### config.mk
export PLATFORM = sky130hd
export DESIGN_NAME = fios_mm_sequencer
export DESIGN_NICKNAME = d
export VERILOG_FILES = /design/src/rtl/fios_pkg.sv /design/src/rtl/fios_word_buf.sv /design/src/rtl/fios_mm_sequencer.sv
export SDC_FILE = /design/constraint.sdc
export NUM_CORES = 1
export LEC_CHECK = 0
export CELL_PAD_IN_SITES_DETAIL_PLACEMENT = 0
export CELL_PAD_IN_SITES_GLOBAL_PLACEMENT = 1
export CORE_UTILIZATION = 40
export CTS_CLUSTER_SIZE = 28
export DETAILED_ROUTE_END_ITERATION = 7
export GPL_ROUTABILITY_DRIVEN = 0
export GPL_TIMING_DRIVEN = 0
export PLACE_DENSITY_LB_ADDON = 0.1
export SLEW_MARGIN = 5
export SYNTH_ARGS = -nofsm -noshare
export SYNTH_HDL_FRONTEND = slang
export SYNTH_SLANG_ARGS = --single-unit
### constraint.sdc
create_clock -name clock_i -period 2.7 [get_ports clock_i]
set_input_delay 0.54 -clock clock_i [delete_from_list [all_inputs] [get_ports clock_i]]
set_output_delay 0.54 -clock clock_i [all_outputs]
set_load 0.02 [all_outputs]
### src/rtl/fios_pkg.sv
// ============================================================================
// Module      : fios_pkg
// Description : Shared word type, sequencer states and operand-select codes.
// Revision    : 1.0
// ============================================================================
`default_nettype none

package fios_pkg;

  localparam int WORD_W = 17;

  typedef logic [WORD_W-1:0] word_t;

  typedef enum logic [1:0] {
    IDLE   = 2'd0,
    LAUNCH = 2'd1,
    RUN    = 2'd2,
    DONE   = 2'd3
  } seq_state_t;

  localparam logic [1:0] OP_A   = 2'd0;
  localparam logic [1:0] OP_B   = 2'd1;
  localparam logic [1:0] OP_P   = 2'd2;
  localparam logic [1:0] OP_PP0 = 2'd3;

endpackage

`default_nettype wire

### src/rtl/fios_word_buf.sv
// ============================================================================
// Module      : fios_word_buf
// Description : DEPTH x 17 buffer, one write port, registered enabled read.
// Revision    : 1.0
// ============================================================================
`default_nettype none

module fios_word_buf
  import fios_pkg::*;
#(
  parameter int DEPTH = 8,
  parameter int AW    = 3
) (
  input  logic          clock_i,
  input  logic          reset_i,
  input  logic          we_i,
  input  logic [AW-1:0] waddr_i,
  input  word_t         wdata_i,
  input  logic          re_i,
  input  logic [AW-1:0] raddr_i,
  output word_t         rdata_o
);

  word_t r_mem [DEPTH];
  word_t r_rdata;

  // Storage is deliberately left out of reset; only the read register clears.
  always_ff @(posedge clock_i) begin
    if (we_i) begin
      r_mem[waddr_i] <= wdata_i;
    end
  end

  always_ff @(posedge clock_i) begin
    if (reset_i) begin
      r_rdata <= '0;
    end else if (re_i) begin
      r_rdata <= r_mem[raddr_i];
    end
  end

  assign rdata_o = r_rdata;

endmodule

`default_nettype wire

### src/rtl/fios_mm_sequencer.sv
// ============================================================================
// Module      : fios_mm_sequencer
// Description : Operand/result sequencer around one FIOS_NOCASC Montgomery core.
// Revision    : 1.0
// ============================================================================
`default_nettype none

module fios_mm_sequencer
  import fios_pkg::*;
#(
  parameter int S     = 8,
  parameter int PE_NB = S,
  parameter int AW    = (S > 1) ? $clog2(S) : 1
) (
  input  logic                      clock_i,
  input  logic                      reset_i,
  input  logic                      op_we_i,
  input  logic [1:0]                op_sel_i,
  input  logic [AW-1:0]             op_addr_i,
  input  logic [WORD_W-1:0]         op_data_i,
  input  logic                      start_i,
  output logic                      busy_o,
  output logic                      done_o,
  output logic                      err_o,
  input  logic [AW-1:0]             res_rd_addr_i,
  output logic [WORD_W-1:0]         res_rd_data_o,
  output logic                      core_start_o,
  output logic [WORD_W-1:0]         core_p_prime_0_o,
  output logic [PE_NB*WORD_W-1:0]   core_a_o,
  output logic [WORD_W-1:0]         core_b_o,
  output logic [WORD_W-1:0]         core_p_o,
  input  logic                      core_a_shift_i,
  input  logic                      core_b_fetch_i,
  input  logic                      core_p_fetch_i,
  input  logic                      core_res_push_i,
  input  logic [WORD_W-1:0]         core_res_i,
  input  logic                      core_done_i
);

  localparam int CW = AW + 1;
  // Base can overshoot S by up to PE_NB-1 before saturating; window adds PE_NB-1 more.
  localparam int BW = $clog2(S + 2 * PE_NB);

  localparam logic [1:0] c_ST_IDLE   = IDLE;
  localparam logic [1:0] c_ST_LAUNCH = LAUNCH;
  localparam logic [1:0] c_ST_RUN    = RUN;
  localparam logic [1:0] c_ST_DONE   = DONE;

  localparam logic [AW-1:0] c_PTR_LAST = AW'(S - 1);
  localparam logic [CW-1:0] c_CNT_FULL = CW'(S);
  localparam logic [BW-1:0] c_BASE_END = BW'(S);
  localparam logic [BW-1:0] c_BASE_INC = BW'(PE_NB);

  logic [1:0]    r_state;
  logic [AW-1:0] r_b_ptr;
  logic [AW-1:0] r_p_ptr;
  logic [BW-1:0] r_a_base;
  logic [CW-1:0] r_res_cnt;
  logic          r_err;
  word_t         r_pp0;
  word_t         r_a [S];

  logic          w_idle;
  logic          w_run;
  logic          w_host_we;
  logic          w_b_fetch;
  logic          w_p_fetch;
  logic          w_push;
  logic          w_push_ok;
  logic [CW-1:0] w_res_cnt_nxt;
  logic          w_err_set;

  assign w_idle    = (r_state == c_ST_IDLE);
  assign w_run     = (r_state == c_ST_RUN);
  assign w_host_we = op_we_i & w_idle;
  assign w_b_fetch = w_run & core_b_fetch_i;
  assign w_p_fetch = w_run & core_p_fetch_i;
  assign w_push    = w_run & core_res_push_i;
  assign w_push_ok = w_push & (r_res_cnt < c_CNT_FULL);

  // A push landing with core_done_i counts before the completeness check.
  assign w_res_cnt_nxt = w_push_ok ? (r_res_cnt + CW'(1)) : r_res_cnt;
  assign w_err_set     = (w_push & ~w_push_ok) |
                         (w_run & core_done_i & (w_res_cnt_nxt != c_CNT_FULL));

  always_ff @(posedge clock_i) begin
    if (reset_i) begin
      r_state   <= c_ST_IDLE;
      r_b_ptr   <= '0;
      r_p_ptr   <= '0;
      r_a_base  <= '0;
      r_res_cnt <= '0;
      r_err     <= 1'b0;
    end else begin
      case (r_state)
        c_ST_IDLE: begin
          if (start_i) begin
            r_state <= c_ST_LAUNCH;
          end
        end
        c_ST_LAUNCH: begin
          r_state   <= c_ST_RUN;
          r_b_ptr   <= '0;
          r_p_ptr   <= '0;
          r_a_base  <= '0;
          r_res_cnt <= '0;
          r_err     <= 1'b0;
        end
        c_ST_RUN: begin
          if (core_done_i) begin
            r_state <= c_ST_DONE;
          end
          if (w_b_fetch) begin
            r_b_ptr <= (r_b_ptr == c_PTR_LAST) ? '0 : r_b_ptr + AW'(1);
          end
          if (w_p_fetch) begin
            r_p_ptr <= (r_p_ptr == c_PTR_LAST) ? '0 : r_p_ptr + AW'(1);
          end
          if (core_a_shift_i && (r_a_base < c_BASE_END)) begin
            r_a_base <= r_a_base + c_BASE_INC;
          end
          r_res_cnt <= w_res_cnt_nxt;
          if (w_err_set) begin
            r_err <= 1'b1;
          end
        end
        c_ST_DONE: begin
          r_state <= c_ST_IDLE;
        end
        default: begin
          r_state <= c_ST_IDLE;
        end
      endcase
    end
  end

  always_ff @(posedge clock_i) begin
    if (w_host_we && (op_sel_i == OP_A)) begin
      r_a[op_addr_i] <= op_data_i;
    end
    if (w_host_we && (op_sel_i == OP_PP0)) begin
      r_pp0 <= op_data_i;
    end
  end

  fios_word_buf #(.DEPTH(S), .AW(AW)) u_b_buf (
    .clock_i (clock_i),
    .reset_i (reset_i),
    .we_i    (w_host_we & (op_sel_i == OP_B)),
    .waddr_i (op_addr_i),
    .wdata_i (op_data_i),
    .re_i    (w_b_fetch),
    .raddr_i (r_b_ptr),
    .rdata_o (core_b_o)
  );

  fios_word_buf #(.DEPTH(S), .AW(AW)) u_p_buf (
    .clock_i (clock_i),
    .reset_i (reset_i),
    .we_i    (w_host_we & (op_sel_i == OP_P)),
    .waddr_i (op_addr_i),
    .wdata_i (op_data_i),
    .re_i    (w_p_fetch),
    .raddr_i (r_p_ptr),
    .rdata_o (core_p_o)
  );

  fios_word_buf #(.DEPTH(S), .AW(AW)) u_res_buf (
    .clock_i (clock_i),
    .reset_i (reset_i),
    .we_i    (w_push_ok),
    .waddr_i (r_res_cnt[AW-1:0]),
    .wdata_i (core_res_i),
    .re_i    (1'b1),
    .raddr_i (res_rd_addr_i),
    .rdata_o (res_rd_data_o)
  );

  for (genvar k = 0; k < PE_NB; k++) begin : g_window
    localparam logic [BW-1:0] c_K = BW'(k);
    logic [BW-1:0] w_idx;
    assign w_idx = r_a_base + c_K;
    assign core_a_o[k*WORD_W +: WORD_W] = (w_idx < c_BASE_END) ? r_a[w_idx[AW-1:0]] : '0;
  end

  assign busy_o           = ~w_idle;
  assign done_o           = (r_state == c_ST_DONE);
  assign core_start_o     = (r_state == c_ST_LAUNCH);
  assign err_o            = r_err;
  assign core_p_prime_0_o = r_pp0;

endmodule

`default_nettype wire

==> results.md, run 1 <==
* Peak fanout along the critical path at 8
* Synth async-reset ratio at 0%
* Syn_nets at 1921
* Critical Path RT at 2.16 ns
* Critical path's slowest cell: mux4_2
* Top-area cell type share of the netlist area at 57.7%
* Failing checks: negative setup slack
* First-pass GRT wire length at 132 mm
* Vias in the first global route at 19113
* Cell mode on critical path: buf_12
* Layout cells sized above 1 at 41.6%
* CP max stage delay at 0.59 ns
* Post-Route WL at 91.9 mm
* Layout Nets at 2365
* Post-synth EDFFs at 561
* FF-to-FF path depth at 6
* Worst-skew pair later-pin latency at 0.62 ns
* Met3 Wirelength at 5.65 mm
* Hold Path Class: input port to register
* Area Growth Syn to Fin at 31.5%
* Relative slew slack at 13.6%
* Startpoint types: register
* Clock sink total at 633
* Starting Density at 40.6%
* Stages on worst setup path at 12
* Depth of the CTS H-tree at 3
* Distinct cells, synth at 52
* Period utilisation layout at 127%
* Synth warn at 0
* Mapped Area at 0.0292 mm2
* Hold buffers post-CTS at 0
* Post-Place Cell Area at 0.0339 mm2
* Max-cap violations at 0
* Fin. Hold Viols at 0
* Antenna diodes at 0
* Fillers at 5883
* Yosys top cell by area: edfxtp_1
* Rows at 98
* Worst IR Drop VDD at 0.429 mV
* Hold Crit Depth at 3
* Num CTS Buffers at 67
* DRC Markers at 0
* CTS tree: built
* Leak pwr at 12.6 nW
* Drt initial violations at 1424
* Least-Margin Pin Slew at 1.29 ns
* Routed len/inst at 27.9 um
* CTS root buffer: clkbuf_16
* Final count of pins violating max slew at 0
* Drt first pass iters at 7
* Top post-synthesis cells by area: edfxtp_1, mux4_2, mux2i_1, dfxtp_1, nand2_1
* DIE HEIGHT at 272 um
* Longest Clk Path Bufs at 3
* Worst endpoint data arrival time at 2.88 ns
* RSZ-0062 raised after global routing: yes
* Fmax at 293 MHz
* Delay-heaviest family, CP: buffers and inverters
* WP buf/inv at 8
* Die extent in x at 272 um
* Routed wl met2 at 46.7 mm
* Setup TNS at -63.38 ns
* Crit path cell chain: buf_6, buf_12, buf_12, buf_12, inv_4, ha_4, buf_12, buf_12, mux4_2, nand2_2, a21oi_2, buf_4
* Antenna violations before repair at 1
* Fin area at 0.0384 mm2
* Main synth FF type: edfxtp_1
* Synthesized netlist cell count at 1851
* Worst clock skew at 0.0174 ns
* Post-route ant nets at 0
* Via count at 18683
* CORE AREA at 0.0719 mm2
* IO buf count at 254
* Crit path time final at 3.42 ns
* Dpl ws at -1.65 ns
* M1 wire length at 36.8 mm
* All-Layer GR Usage at 24.8%
* Worst-path clk slew at 0.07 ns
* Total grt overflow at 0
* Status: complete, but fails checks
* Register area share after synthesis at 62.6%
* #FFs+latches synth at 633
* Syn avg cell area at 15.8 um2
* Crit end category: output port
* Crit path kind: register to output port
* I/O pin count at 259
* Pwr/cell area at 610 mW/mm2
* Vias per inst at 5.66
* Die area at 0.0741 mm2
* Detail Placement HPWL at 62.1 mm
* Largest net degree at the start of global routing at 26
* Top routing layer in use: met4
* Fin worst setup slack at -0.717 ns
* Setup violations, final at 147
power by group:
group          switching (mW)  internal [mW]  total [mW]
Sequential              0.120           10.9        11.0
Combinational            1.80           1.17        2.97
Clock                    3.88           5.57        9.45
Total                    5.79           17.6        23.4
worst reg2reg max path, stage by stage, from the launching register on:
cell      delay [ns]
dfxtp_1         0.34
inv_1           0.09
ha_1            0.29
nand2_1         0.10
or3_1           0.31
clkbuf_1        0.39
nor2_4          0.79
Yosys cell counts, types with 2 or more instances:
library cell	count
a21oi_1	122
a21oi_2	12
a22oi_1	73
and2_1	7
and3_1	2
buf_1	7
buf_2	47
buf_4	23
buf_6	6
clkbuf_1	42
clkinv_1	2
dfxtp_1	72
edfxtp_1	561
ha_1	19
inv_1	8
inv_2	2
mux2i_1	205
mux4_2	204
nand2_1	182
nand2_2	2
nand2b_1	4
nand3_1	2
nand3b_1	4
nand4b_1	3
nor2_1	131
nor2b_1	21
nor3_1	10
o21ai_0	36
o21bai_1	3
or3_1	4
or3b_2	2
xnor2_1	11
xor2_1	3
final timing paths:
check                                                      start                                to  slack [ns]
worst max register to register           r_state[1]$_SDFFE_PP0P_              r_a[1][16]$_DFFE_PP_       -0.01
worst min-delay path                                     reset_i                err_o$_SDFFE_PP0P_        0.46
worst min register to register  u_p_buf.rdata_o[14]$_SDFFE_PP0P_  u_p_buf.rdata_o[14]$_SDFFE_PP0P_        0.53
worst max-delay path                    r_a_base[0]$_SDFFE_PP0P_                      core_a_o[24]       -0.72
timing repair:
action | 4_1_cts | 5_1_grt
setup buffers | 83 | 14
pin swaps | 71 | 50
endpoints found under the setup margin | 163 | 221
resized for setup | 969 | 141
gates cloned | 9 | 1
cell families after synthesis:
group	after synthesis	synth area share, %
AOI/OAI and AO/OA	256	5.29
muxes	410	22.8
DFF	633	62.6
adders and majority gates	19	0.814
buffers and inverters	140	2.55
and+or+nand+nor	378	5.45
xor gates and xnor gates	15	0.476
layout make-up:
type / count / area [um2] / share of cell area, %
plain buffers: 122 / 1160 / 3.02
clock buffers: 80 / 1760 / 4.57
clock inverters: 43 / 514 / 1.34
inverters: 12 / 71.3 / 0.186
multi-input cells: 1078 / 11500 / 29.9
flip-flops and latches: 633 / 18300 / 47.7
well taps: 950 / 1190 / 3.10
repair buffers: 381 / 3910 / 10.2
placed cells by master (no fill, tap or decap), types with 33 or more instances in the layout:
| master | instances |
|---|---|
| a21oi_1 | 47 |
| a21oi_2 | 75 |
| a22oi_1 | 73 |
| buf_12 | 40 |
| buf_2 | 62 |
| buf_4 | 112 |
| buf_6 | 98 |
| clkbuf_1 | 33 |
| clkbuf_16 | 72 |
| clkdlybuf4s50_1 | 112 |
| dfxtp_1 | 65 |
| edfxtp_1 | 561 |
| mux2i_1 | 172 |
| mux4_2 | 204 |
| nand2_1 | 92 |
| nand2_2 | 90 |
| nor2_1 | 74 |
| nor2_2 | 37 |
| o21ai_0 | 36 |
metal layers:
layer | global-route usage [%] | vias to the layer above
met1 | 32.3 | 9567
met5 | 0 | -
met2 | 42.9 | 771
met3 | 3.14 | 159
li1 | - | 8186
met4 | 8.41 | 0
through the flow:
step                      total power [mW]  util [%]  hold WS (ns)  cells
after floorplan                       12.7         -         0.518   1851
after global placement                14.0      46.4         0.522   3055
after detailed placement              14.1      47.2         0.518   3085
after CTS                             23.6      53.0         0.414   3298
after global routing                  24.2      53.4         0.477   3299
final                                 23.4      53.4         0.460   3299
registers in the layout (all words and copies together) (netlist names), named ones only:
name	count
u_res_buf.rdata_o	17
err_o	1
u_p_buf.r_mem	136
u_b_buf.r_mem	136
u_p_buf.rdata_o	17
u_res_buf.r_mem	136
r_a_base	5
u_b_buf.rdata_o	17
r_p_ptr	3
r_b_ptr	3
r_state	2
r_res_cnt	4
r_a	136
core_p_prime_0_o	17
Note: power is estimated with default switching activity, not from simulation.
==> inputs of run 2 (changes only) <==
==> constraint.sdc (replaced) <==
create_clock -name clock_i -period 2.7 [get_ports clock_i]
set_input_delay 0.54 -clock clock_i [delete_from_list [all_inputs] [get_ports clock_i]]
set_output_delay 0.54 -clock clock_i [all_outputs]
set_load 0.05 [all_outputs]
==> run 2 against run 1 <==
  * The run still ends with negative setup slack left
  * Via count grew 2.2%
  * Clock skew increased by 0.0031 ns
  * Design area grew 3.8%
  * First-iteration DRC count increased by 19%
  * Fmax down 2.8%
  * Largest power group unchanged
  * Sequential power about the same
  * Sequential share of layout area fell by 1.7 points
  * Critical path depth unchanged
  * Count of clock-buffer cells in the layout up 7
  * Combinational power up 33%
  * Sequential cell count is the same
==> results.md, run 2 (synthesis results as in run 1) <==
* Leak pwr at 12.9 nW (+2.4%)
* Internal power at 17.5 mW (-0.61%)
* Final count of pins violating max slew at 0 (unchanged)
* Layout cells sized above 1 at 44.0% (+2.4 points)
* Total grt overflow at 0 (unchanged)
* Drt initial violations at 1692 (+19%)
* First-pass GRT wire length at 133 mm (+1.1%)
* Worst IR Drop VDD at 0.422 mV (-1.8%)
* Num CTS Buffers at 67 (unchanged)
* DRC Markers at 0 (unchanged)
* Area Growth Syn to Fin at 36.5%
* Worst-path clk slew at 0.06 ns (about the same)
* FF-to-FF path depth at 7 (+1)
* P_sw at 6.53 mW (+13%)
* Fin. Hold Viols at 0 (unchanged)
* Starting Density at 40.6% (unchanged)
* All-Layer GR Usage at 25.2% (+0.36 points)
* CP startpoint: r_a_base[0]$_SDFFE_PP0P_
* Die area at 0.0741 mm2 (unchanged)
* Min-delay src: reset_i
* Hold buffers post-CTS at 0 (unchanged)
* Reg2reg start: r_state[0]$_SDFFE_PP0P_
* DIE HEIGHT at 272 um (unchanged)
* Worst-skew pair later-pin latency at 0.61 ns (about the same)
* Worst setup path endpoint: core_a_o[23]
* Drt first pass iters at 5 (-2)
* Via count at 19102 (+2.2%)
* Relative slew slack at 6.20% (-7.4 points)
* Post-layout util at 55.5% (+2.0 points)
* Vias in the first global route at 19059 (-0.28%)
* IO buf count at 254 (unchanged)
* Worst clock skew at 0.0205 ns (+0.00310 ns)
* Antenna violations before repair at 3 (+2)
* Crit end category: output port
* RSZ-0062 raised after global routing: yes
* Combinational power share at 16.4% (+3.7 points)
* Status: complete, but fails checks
* Crit path kind: register to output port
* Most common cell after layout, fill and taps aside: edfxtp_1
* Critical Path RT at 2.16 ns (about the same)
* I/O pin count at 259 (unchanged)
* Switching share of power at 27.2% (+2.4 points)
* Setup violations, final at 134 (-8.8%)
* Rows at 98 (unchanged)
* Fillers at 5709 (-3.0%)
* Depth of the CTS H-tree at 3 (unchanged)
* Worst R2R Setup Slack at 0.18 ns (+0.19 ns)
* Routed len/inst at 28.7 um (+3.2%)
* Post-Route WL at 94.7 mm (+3.1%)
* Post-route ant nets at 0 (unchanged)
* Peak fanout along the critical path at 10 (+2)
* Largest net degree at the start of global routing at 26 (unchanged)
* Worst endpoint data arrival time at 2.97 ns (+0.09 ns)
* Detail Placement HPWL at 63.3 mm (+2.0%)
* Failing checks: negative setup slack
* Startpoint types: register
* FF-to-FF End: r_a[4][8]$_DFFE_PP_
* Longest Clk Path Bufs at 3 (unchanged)
* CORE AREA at 0.0719 mm2 (unchanged)
* Max-cap violations at 0 (unchanged)
* Pwr/cell area at 604 mW/mm2 (-1.1%)
* Fin worst setup slack at -0.814 ns (-0.0970 ns)
* Most frequent cells in the layout: edfxtp_1, mux4_2, mux2i_1
* Period utilisation layout at 130% (+3.6 points)
* Vias per inst at 5.80 (+2.3%)
* Die extent in x at 272 um (unchanged)
* Hold Path Class: input port to register
* Sequential power share at 45.8% (-1.2 points)
* Crit path time final at 3.51 ns (+0.0970 ns)
* Least-Margin Pin Slew at 1.40 ns (+0.111 ns)
* Fmax at 285 MHz (-2.8%)
* Layout Nets at 2365 (unchanged)
* CTS tree: built
* Dpl ws at -1.45 ns (+0.205 ns)
* Antenna diodes at 0 (unchanged)
* Clock power share at 37.8% (-2.5 points)
* Clock sink total at 633 (unchanged)
* CTS root buffer: clkbuf_16
-- run 2: what timing repair did --
item / in CTS / in global routing
pin swaps: 59 / 57
gates resized for setup: 1218 / 201
cloned: 12 / 5
endpoints found under the setup margin: 147 / 232
setup buffers: 52 / 33
-- run 2: worst min-delay path by stage --
stage,endpoint,depth (start not counted),slack [ns]
after floorplan,r_state[1]$_SDFFE_PP0P_,2,0.52
after global placement,u_p_buf.rdata_o[13]$_SDFFE_PP0P_,2,0.52
after detailed placement,u_b_buf.rdata_o[9]$_SDFFE_PP0P_,2,0.52
after CTS,r_res_cnt[3]$_SDFFE_PP0P_,2,0.32
after global routing,r_res_cnt[3]$_SDFFE_PP0P_,2,0.39
final,r_res_cnt[3]$_SDFFE_PP0P_,2,0.35
-- run 2: layout make-up --
class                           instances  area [um2]  area share (%)
Sequential cell                       633       18300            45.9
Multi-Input combinational cell       1079       12500            31.3
Timing Repair Buffer                  380        4460            11.2
Clock buffer                           87        1860            4.68
Buffer                                122        1200            3.00
Tap cell                              950        1190            2.98
Clock inverter                         33         293           0.734
Inverter                               12        71.3           0.179
-- run 2: power by group through the flow --
stage          Combinational (mW)  Clock [mW]  Sequential [mW]
2_1_floorplan                1.90           0             11.6
3_3_place_gp                 3.58           0             11.2
3_5_place_dp                 3.65           0             11.2
4_1_cts                      3.86        9.26             11.0
5_1_grt                      4.11        9.60             11.0
6_report                     3.94        9.10             11.0
-- run 2: per-stage QoR --
step	power (mW)	setup TNS, ns	cell area (um2)	cells	hold WS, ns
after floorplan	13.5	-1.53	30400	1851	0.518
after global placement	14.8	-679.14	34100	3055	0.520
after detailed placement	14.9	-214.73	34600	3087	0.519
after CTS	24.1	-74.81	39000	3269	0.319
after global routing	24.7	-74.06	39900	3296	0.386
final	24.1	-67.36	39900	3296	0.346
-- run 2: worst max-delay path, stage by stage, from the launching register on --
cell and delay [ns]:
dfxtp_2 0.34, buf_6 0.10, buf_12 0.11, buf_12 0.12, buf_12 0.12, inv_4 0.04, ha_4 0.26, buf_12 0.14
buf_12 0.16, mux4_2 0.60, nand2_2 0.13, a21oi_4 0.07, buf_6 0.17
-- run 2: per-layer routing --
metal / vias up / global-route usage [%] / share of wire (%)
met5: - / 0 / 0.012
met3: 170 / 3.54 / 6.7
met2: 860 / 42.0 / 50
met1: 9877 / 33.8 / 40
li1: 8193 / - / -
met4: 2 / 8.60 / 3.2
